## config.mk

```make
export PLATFORM = sky130hd
export DESIGN_NAME = sc_mux_add_param
export DESIGN_NICKNAME = d
export VERILOG_FILES = /design/src/rtl/sc_pkg.sv /design/src/rtl/sc_sel_gen.sv /design/src/rtl/sc_mux_add_param.sv
export SDC_FILE = /design/constraint.sdc
export NUM_CORES = 1
export LEC_CHECK = 0
export BUFFER_PORTS_ARGS = -buffer_cell sky130_fd_sc_hd__buf_2
export CAP_MARGIN = 0
export CORE_MARGIN = 1
export CORE_UTILIZATION = 60
export DETAILED_ROUTE_END_ITERATION = 12
export PLACE_DENSITY = 0.88
export SYNTH_ARGS = -nofsm -noshare
export SYNTH_HDL_FRONTEND = slang
export SYNTH_HIERARCHICAL = 1
export SYNTH_SLANG_ARGS = --single-unit
```

## constraint.sdc

```tcl
create_clock -name clk -period 5.3 [get_ports clk]
set_input_delay 1.06 -clock clk [delete_from_list [all_inputs] [get_ports clk]]
set_output_delay 1.06 -clock clk [all_outputs]
set_load 0.01 [all_outputs]
```

## src/rtl/sc_pkg.sv

```systemverilog
// Shared types and helpers for the stochastic-computing mux adder.
// Select-mode and FSM encodings plus a width-parametrised bit reversal.
package sc_pkg;

  typedef enum logic {
    SEL_BIN    = 1'b0,
    SEL_BITREV = 1'b1
  } sel_mode_e;

  typedef enum logic [1:0] {
    IDLE = 2'd0,
    RUN  = 2'd1,
    FIN  = 2'd2
  } state_e;

  // Reverses the low w bits of v; bits at and above w return 0.
  function automatic logic [31:0] bit_rev(
    input logic [31:0] v,
    input int          w
  );
    logic [31:0] r;
    r = '0;
    for (int i = 0; i < 32; i++) begin
      if (i < w) r[i] = v[w-1-i];
    end
    return r;
  endfunction

endpackage

```

## src/rtl/sc_sel_gen.sv

```systemverilog
// Select-sequence generator: counter with hold period and
// optional bit-reversed (van der Corput) output ordering.
module sc_sel_gen
  import sc_pkg::*;
#(
  parameter int LOG_IN   = 3,
  parameter int SEL_MODE = 1,
  parameter int HOLD     = 1
) (
  input  logic              clk,
  input  logic              rst_n,
  input  logic              init,
  input  logic [LOG_IN-1:0] init_val,
  input  logic              advance,
  output logic [LOG_IN-1:0] sel
);

  localparam int HW = (HOLD > 1) ? $clog2(HOLD) : 1;
  localparam logic [HW-1:0] HOLD_MAX = HW'(HOLD - 1);
  localparam logic [LOG_IN-1:0] CTR_ONE = LOG_IN'(1);
  localparam logic [HW-1:0] HOLD_ONE = HW'(1);

  logic [LOG_IN-1:0] ctr;
  logic [HW-1:0]     hold_cnt;

  always_ff @(posedge clk) begin
    if (!rst_n) begin
      ctr      <= '0;
      hold_cnt <= '0;
    end else if (init) begin
      ctr      <= init_val;
      hold_cnt <= '0;
    end else if (advance) begin
      if (hold_cnt == HOLD_MAX) begin
        hold_cnt <= '0;
        ctr      <= ctr + CTR_ONE;
      end else begin
        hold_cnt <= hold_cnt + HOLD_ONE;
      end
    end
  end

  assign sel = (SEL_MODE == int'(SEL_BITREV))
             ? LOG_IN'(bit_rev(32'(ctr), LOG_IN))
             : ctr;

endmodule

```

## src/rtl/sc_mux_add_param.sv

```systemverilog
// Parametrised SC scaled adder: muxes NUM_IN unipolar streams
// into one output stream of bounded length with a ones counter.
module sc_mux_add_param
  import sc_pkg::*;
#(
  parameter int NUM_IN   = 8,
  parameter int LOG_IN   = $clog2(NUM_IN),
  parameter int LEN_W    = 8,
  parameter int SEL_MODE = 1,
  parameter int HOLD     = 1
) (
  input  logic              clk,
  input  logic              rst_n,
  input  logic              start,
  input  logic [LEN_W:0]    len,
  input  logic              seed_load,
  input  logic [LOG_IN-1:0] seed,
  input  logic [NUM_IN-1:0] in,
  output logic              out,
  output logic              out_valid,
  output logic              busy,
  output logic              done,
  output logic [LEN_W:0]    ones_cnt
);

  localparam logic [LEN_W:0] ONE = (LEN_W+1)'(1);

  state_e            state;
  logic [LEN_W:0]    len_q;
  logic [LEN_W:0]    cyc;
  logic [LOG_IN-1:0] seed_reg;
  logic [LOG_IN-1:0] sel;
  logic              init;
  logic              bit_sel;

  // A seed arriving together with start takes effect immediately.
  assign init    = (state == IDLE) && start;
  assign bit_sel = in[sel];
  assign busy    = (state != IDLE);

  sc_sel_gen #(
    .LOG_IN  (LOG_IN),
    .SEL_MODE(SEL_MODE),
    .HOLD    (HOLD)
  ) u_sel_gen (
    .clk     (clk),
    .rst_n   (rst_n),
    .init    (init),
    .init_val(seed_load ? seed : seed_reg),
    .advance (state == RUN),
    .sel     (sel)
  );

  always_ff @(posedge clk) begin
    if (!rst_n) begin
      state     <= IDLE;
      len_q     <= '0;
      cyc       <= '0;
      seed_reg  <= '0;
      out       <= 1'b0;
      out_valid <= 1'b0;
      done      <= 1'b0;
      ones_cnt  <= '0;
    end else begin
      done <= 1'b0;
      if (seed_load) seed_reg <= seed;
      case (state)
        IDLE: begin
          if (start) begin
            len_q    <= len;
            cyc      <= '0;
            ones_cnt <= '0;
            state    <= (len == '0) ? FIN : RUN;
          end
        end
        RUN: begin
          out       <= bit_sel;
          out_valid <= 1'b1;
          ones_cnt  <= ones_cnt + {{LEN_W{1'b0}}, bit_sel};
          cyc       <= cyc + ONE;
          if (cyc + ONE == len_q) state <= FIN;
        end
        FIN: begin
          out       <= 1'b0;
          out_valid <= 1'b0;
          done      <= 1'b1;
          state     <= IDLE;
        end
        default: state <= IDLE;
      endcase
    end
  end

endmodule

```

After elaboration in Yosys (flattened, before gate mapping). Index checks and enable logic that the tools add are counted. Widths: inputs -> output; s select.

Add/sub/neg operators: 4. Order comparisons: 1. Mux-type cells: 17. Bitwise gates (word level): 1. Reduce and logical (&&, ||, !) cells: 12. Equality and inequality tests: 6.

Operator list (number): $pmux 9 s2 (2); $mux 3 (4); $add 9x1->9 (1); $add 9x1->9 const B (1); $eq 9x9->1 (1); $logic_not 9->1 (1); $mux 9 (1); $reduce_and 2->1 (4); $reduce_bool 2->1 (4); $mux 2 (3); $ne 2x2->1 const B (3); $lt 3x4->1 const B (1); $pmux 1 s2 (2); $pmux 2 s2 (1); $add 3x1->3 const B (1); $bmux 1 s3 (1); $mux 1 (3); $eq 2x1->1 const B (1); $eq 2x2->1 const B (1); $logic_not 2->1 (1); $reduce_or 2->1 (1); $add 1x1->1 const B (1); $logic_and 1x1->1 (1); $not 1->1 (1).

Output and inout bits: 13. Register bits: 39. Input bits: 24. Logic and storage cells: 51.

Longest topological paths before layout.
Word-level depth: 4. Depth in mapped cells: 9. Mapped depth without buffers: 8.

Cells and area by module. Netlist, hierarchy kept.

By module, submodules not included: sc_mux_add_param (area an instance 2029.4 µm², seq. area each 700.7 µm², cells each 222, instances 1); sc_sel_gen (area an instance 163.9 µm², seq. area each 60.1 µm², cells each 15, instances 1).

Worst setup path after synthesis. No wires, ideal clock.

Kind: in2reg. Start: input in[7]. End: register ones_cnt[8]. Stages: 8. Data arrival time: 2.623 ns. Slack: 2.541 ns. Library setup time: 0.136 ns. Data required time: 5.164 ns. Cell sequence: mux4_2 mux2_2 ha_1 ha_1 and3_1 nand4_1 xor2_1 nor2_1.

Word-level cells in the longest chain between the ends: 4.

RTL lines: start: declaration (line sc_mux_add_param.sv:18) `input logic [NUM_IN-1:0] in,`; $bmux 1 s3 (line sc_mux_add_param.sv:38) `assign bit_sel = in[sel];`; $mux 1 (implied by the code) (line sc_mux_add_param.sv:38); $add 9x1->9 (line sc_mux_add_param.sv:79) `ones_cnt <= ones_cnt + {{LEN_W{1'b0}}, bit_sel};`; $pmux 9 s2 (line sc_mux_add_param.sv:67) `case (state)`; end signal: assignment (line sc_mux_add_param.sv:79); end: declaration (line sc_mux_add_param.sv:23) `output logic [LEN_W:0] ones_cnt`.

No other way between the ends. The select of a mux whose other input is x is not followed. A chain may end at the register's enable or synchronous reset.

Final worst setup path.
Start: input in[3]. End: register ones_cnt[8].

The elaborated chain is that of the path after synthesis.

==> flow_metrics.tcl <==
set metrics [dict create \
    track_usage 0.257 \
    post-synth-top-area-cell "dfxtp_1" \
    worstPathRequired_ps 5530 \
    initial_core_util 0.642 \
    fin_cells 315 \
    dp_hpwl_um 3180 \
    timing.final.crit_period_ps 2590 \
    synth_top_area_frac 0.347 \
    holdWs_ps 482 \
    synthArstFlopShare 0 \
    worst_pin_slew_ps 786 \
    drc 0 \
    postRouteAntennaNets 0 \
    fin_util 0.717 \
    holdBufCountCts 0 \
    synth.avg_cell_area_um2 9.25 \
    critical_path_class "in -> reg" \
    crit_path_end_kind "flip-flop" \
    synth_nets 268 \
    pwr_density_cell_mw_per_mm2 361 \
    io_pins 37 \
    cap_violations 0 \
    clock_latency_ps 350 \
    first_iter_violations 110 \
    cts_buffers 5 \
    netlist_area_mm2 0.00219 \
    cts_buffer_depth 2 \
    fmax_mhz 386 \
    hp-start "out" \
    ys_warn_count 6 \
    synth_flop_cell "dfxtp_1" \
    io_buffer_count 36 \
    num_vias 1838 \
    syn_to_final_growth_pct 11.7 \
    grt_overflow_total 0 \
    cts_resized 0 \
    hold_class "reg -> reg" \
    critical_path.max_stage_delay_ps 450 \
    synth-edff-count 0 \
    grt_pass1_vias 1785 \
    status "complete, no violations" \
    antenna_found_initial 0 \
    wire_per_inst_um 14.4 \
    core_area_mm2 0.00342 \
    gp_congestion 0.801 \
    finalSetupTns_ps 0 \
    start_kind "input pin" \
    relSlewSlack 0.476 \
    clkSlewWorstSetupHoldPaths_ps 130 \
    cts_root_buf "clkbuf_4" \
    cts_sinks 38 \
    irDropWorstVdd_uv 336 \
    die_w_um 62.5 \
    rows 21 \
    ys_top_cells_by_area "dfxtp_1 35%, nand2_1 5.6%, ha_1 4.0%, a21boi_0 3.8%, xor2_1 3.2%" \
    ys_ff_latch 38 \
    die_h_um 62.5 \
    top_regs "cyc: 9 flops, len_q: 9 flops, ones_cnt: 9 flops" \
    drive_above_1_share 0.245 \
    power_uw 884 \
    drtPass1Iterations 4 \
    maxSlewViolCount 0 \
    wl_um 4530 \
    syn_inst 237 \
    postCtsSetupRepairBufs 0 \
    crit_top_cell "ha_1" \
    hold_viol 0 \
    cp_max_fo 3 \
    cts_htree_levels 2 \
    arrival_ps 2820 \
    rsz0062_at_grt "false" \
    cts_tree "done" \
    antenna_cells 0 \
    dp.cells 307 \
    p_leak_nw 0.976 \
    skew_ps 11.6 \
    fillerInstances 275 \
    synth_cell_types 55 \
    dieArea_mm2 0.00390 \
    worstPathCellList "buf_2 > mux4_2 > mux2_2 > ha_1 > ha_1 > and3_1 > nand4_1 > xor2_1 > nor2_1" \
    slowest_stage "mux4_2" \
    fin_crit_sh 0.489 \
    reg2reg_from "cyc[0]" \
    final_nets 299 \
    synth-seq-area-share 0.347 \
    grt_max_degree 35 \
    finalSetupViolCount 0 \
    grt_pass1_wl_um 8090 \
    critical_path.startpoint "in[3]" \
    via_per_inst 5.83 \
]
-- power by group --
part / total [mW] / switching [mW] / internal (mW) / leakage [nW]
registers: 0.348 / 0.0288 / 0.319 / 0.310
logic: 0.287 / 0.169 / 0.118 / 0.611
clock network: 0.249 / 0.102 / 0.148 / 0.0554
-- synth_stat cells, types with 3 or more instances --
cell	number
dfxtp_1	38
nand2_1	33
a21boi_0	11
nor2b_1	11
o21ai_0	10
inv_1	8
nor2_1	8
xor2_1	8
and2_1	7
clkbuf_1	7
ha_1	7
xnor2_1	7
mux2_2	6
a21oi_1	5
nand3_1	5
a22oi_1	4
nand4_1	4
a32oi_1	3
buf_6	3
mux2i_1	3
nand2b_1	3
nor4_1	3
o21a_1	3
-- area by class of cell --
type	instances	area, um2	area share
multi-input cells	178	1310	0.534
flip-flops and latches	38	761	0.311
repair buffers	37	188	0.0766
clock inverters	3	68.8	0.0281
well taps	46	57.6	0.0235
clock buffers	5	37.5	0.0153
inverters	8	30.0	0.0123
-- final timing paths --
check / to / slack (ps) / cells past startpoint
worst max-delay path: ones_cnt[8] / 2710 / 9
worst min-delay path: out / 480 / 2
worst max register to register: state[0] / 3000 / 6
worst min register to register: out / 480 / 2
-- metrics by stage --
step | area [um2] | setup WS [ps]
after floorplan | 2190 | 2540
after CTS | 2450 | 2720
after global routing | 2450 | 2670
after global placement | 2340 | 2390
final | 2450 | 2710
after detailed placement | 2340 | 2340
-- layer usage --
metal | global-route usage | wire length (um)
met4 | 0.102 | 67
met5 | 0 | 0
met3 | 0.0493 | 146
met2 | 0.424 | 2190
met1 | 0.330 | 2130
-- cells in the final DEF (no fill, tap or decap), types with 4 or more instances in the layout --
cell type	n
a21boi_0	11
a21oi_1	5
a22oi_1	4
and2_1	7
buf_2	36
clkbuf_4	5
dfxtp_1	38
ha_1	7
inv_1	8
mux2_2	6
nand2_1	33
nand3_1	5
nand4_1	4
nor2_1	8
nor2b_1	11
o21ai_0	10
xnor2_1	7
xor2_1	8
-- cells by family (layout without fill, tap and decap cells) --
family,after synthesis,after routing,share of synthesized area
fa+ha+maj,7,7,0.0399
buf+inv,21,53,0.0570
compound gates,55,55,0.207
flops,38,38,0.347
xor+xnor,15,15,0.0599
mux,11,11,0.0650
simple gates,90,90,0.225
-- critical path, delay by kind of cell --
kind	cells	cell delay, ps
simple gates	3	350
buf+inv	1	100
fa+ha+maj	2	400
mux	2	750
xor+xnor	1	150
No activity file was read; power rests on OpenSTA's default activity.
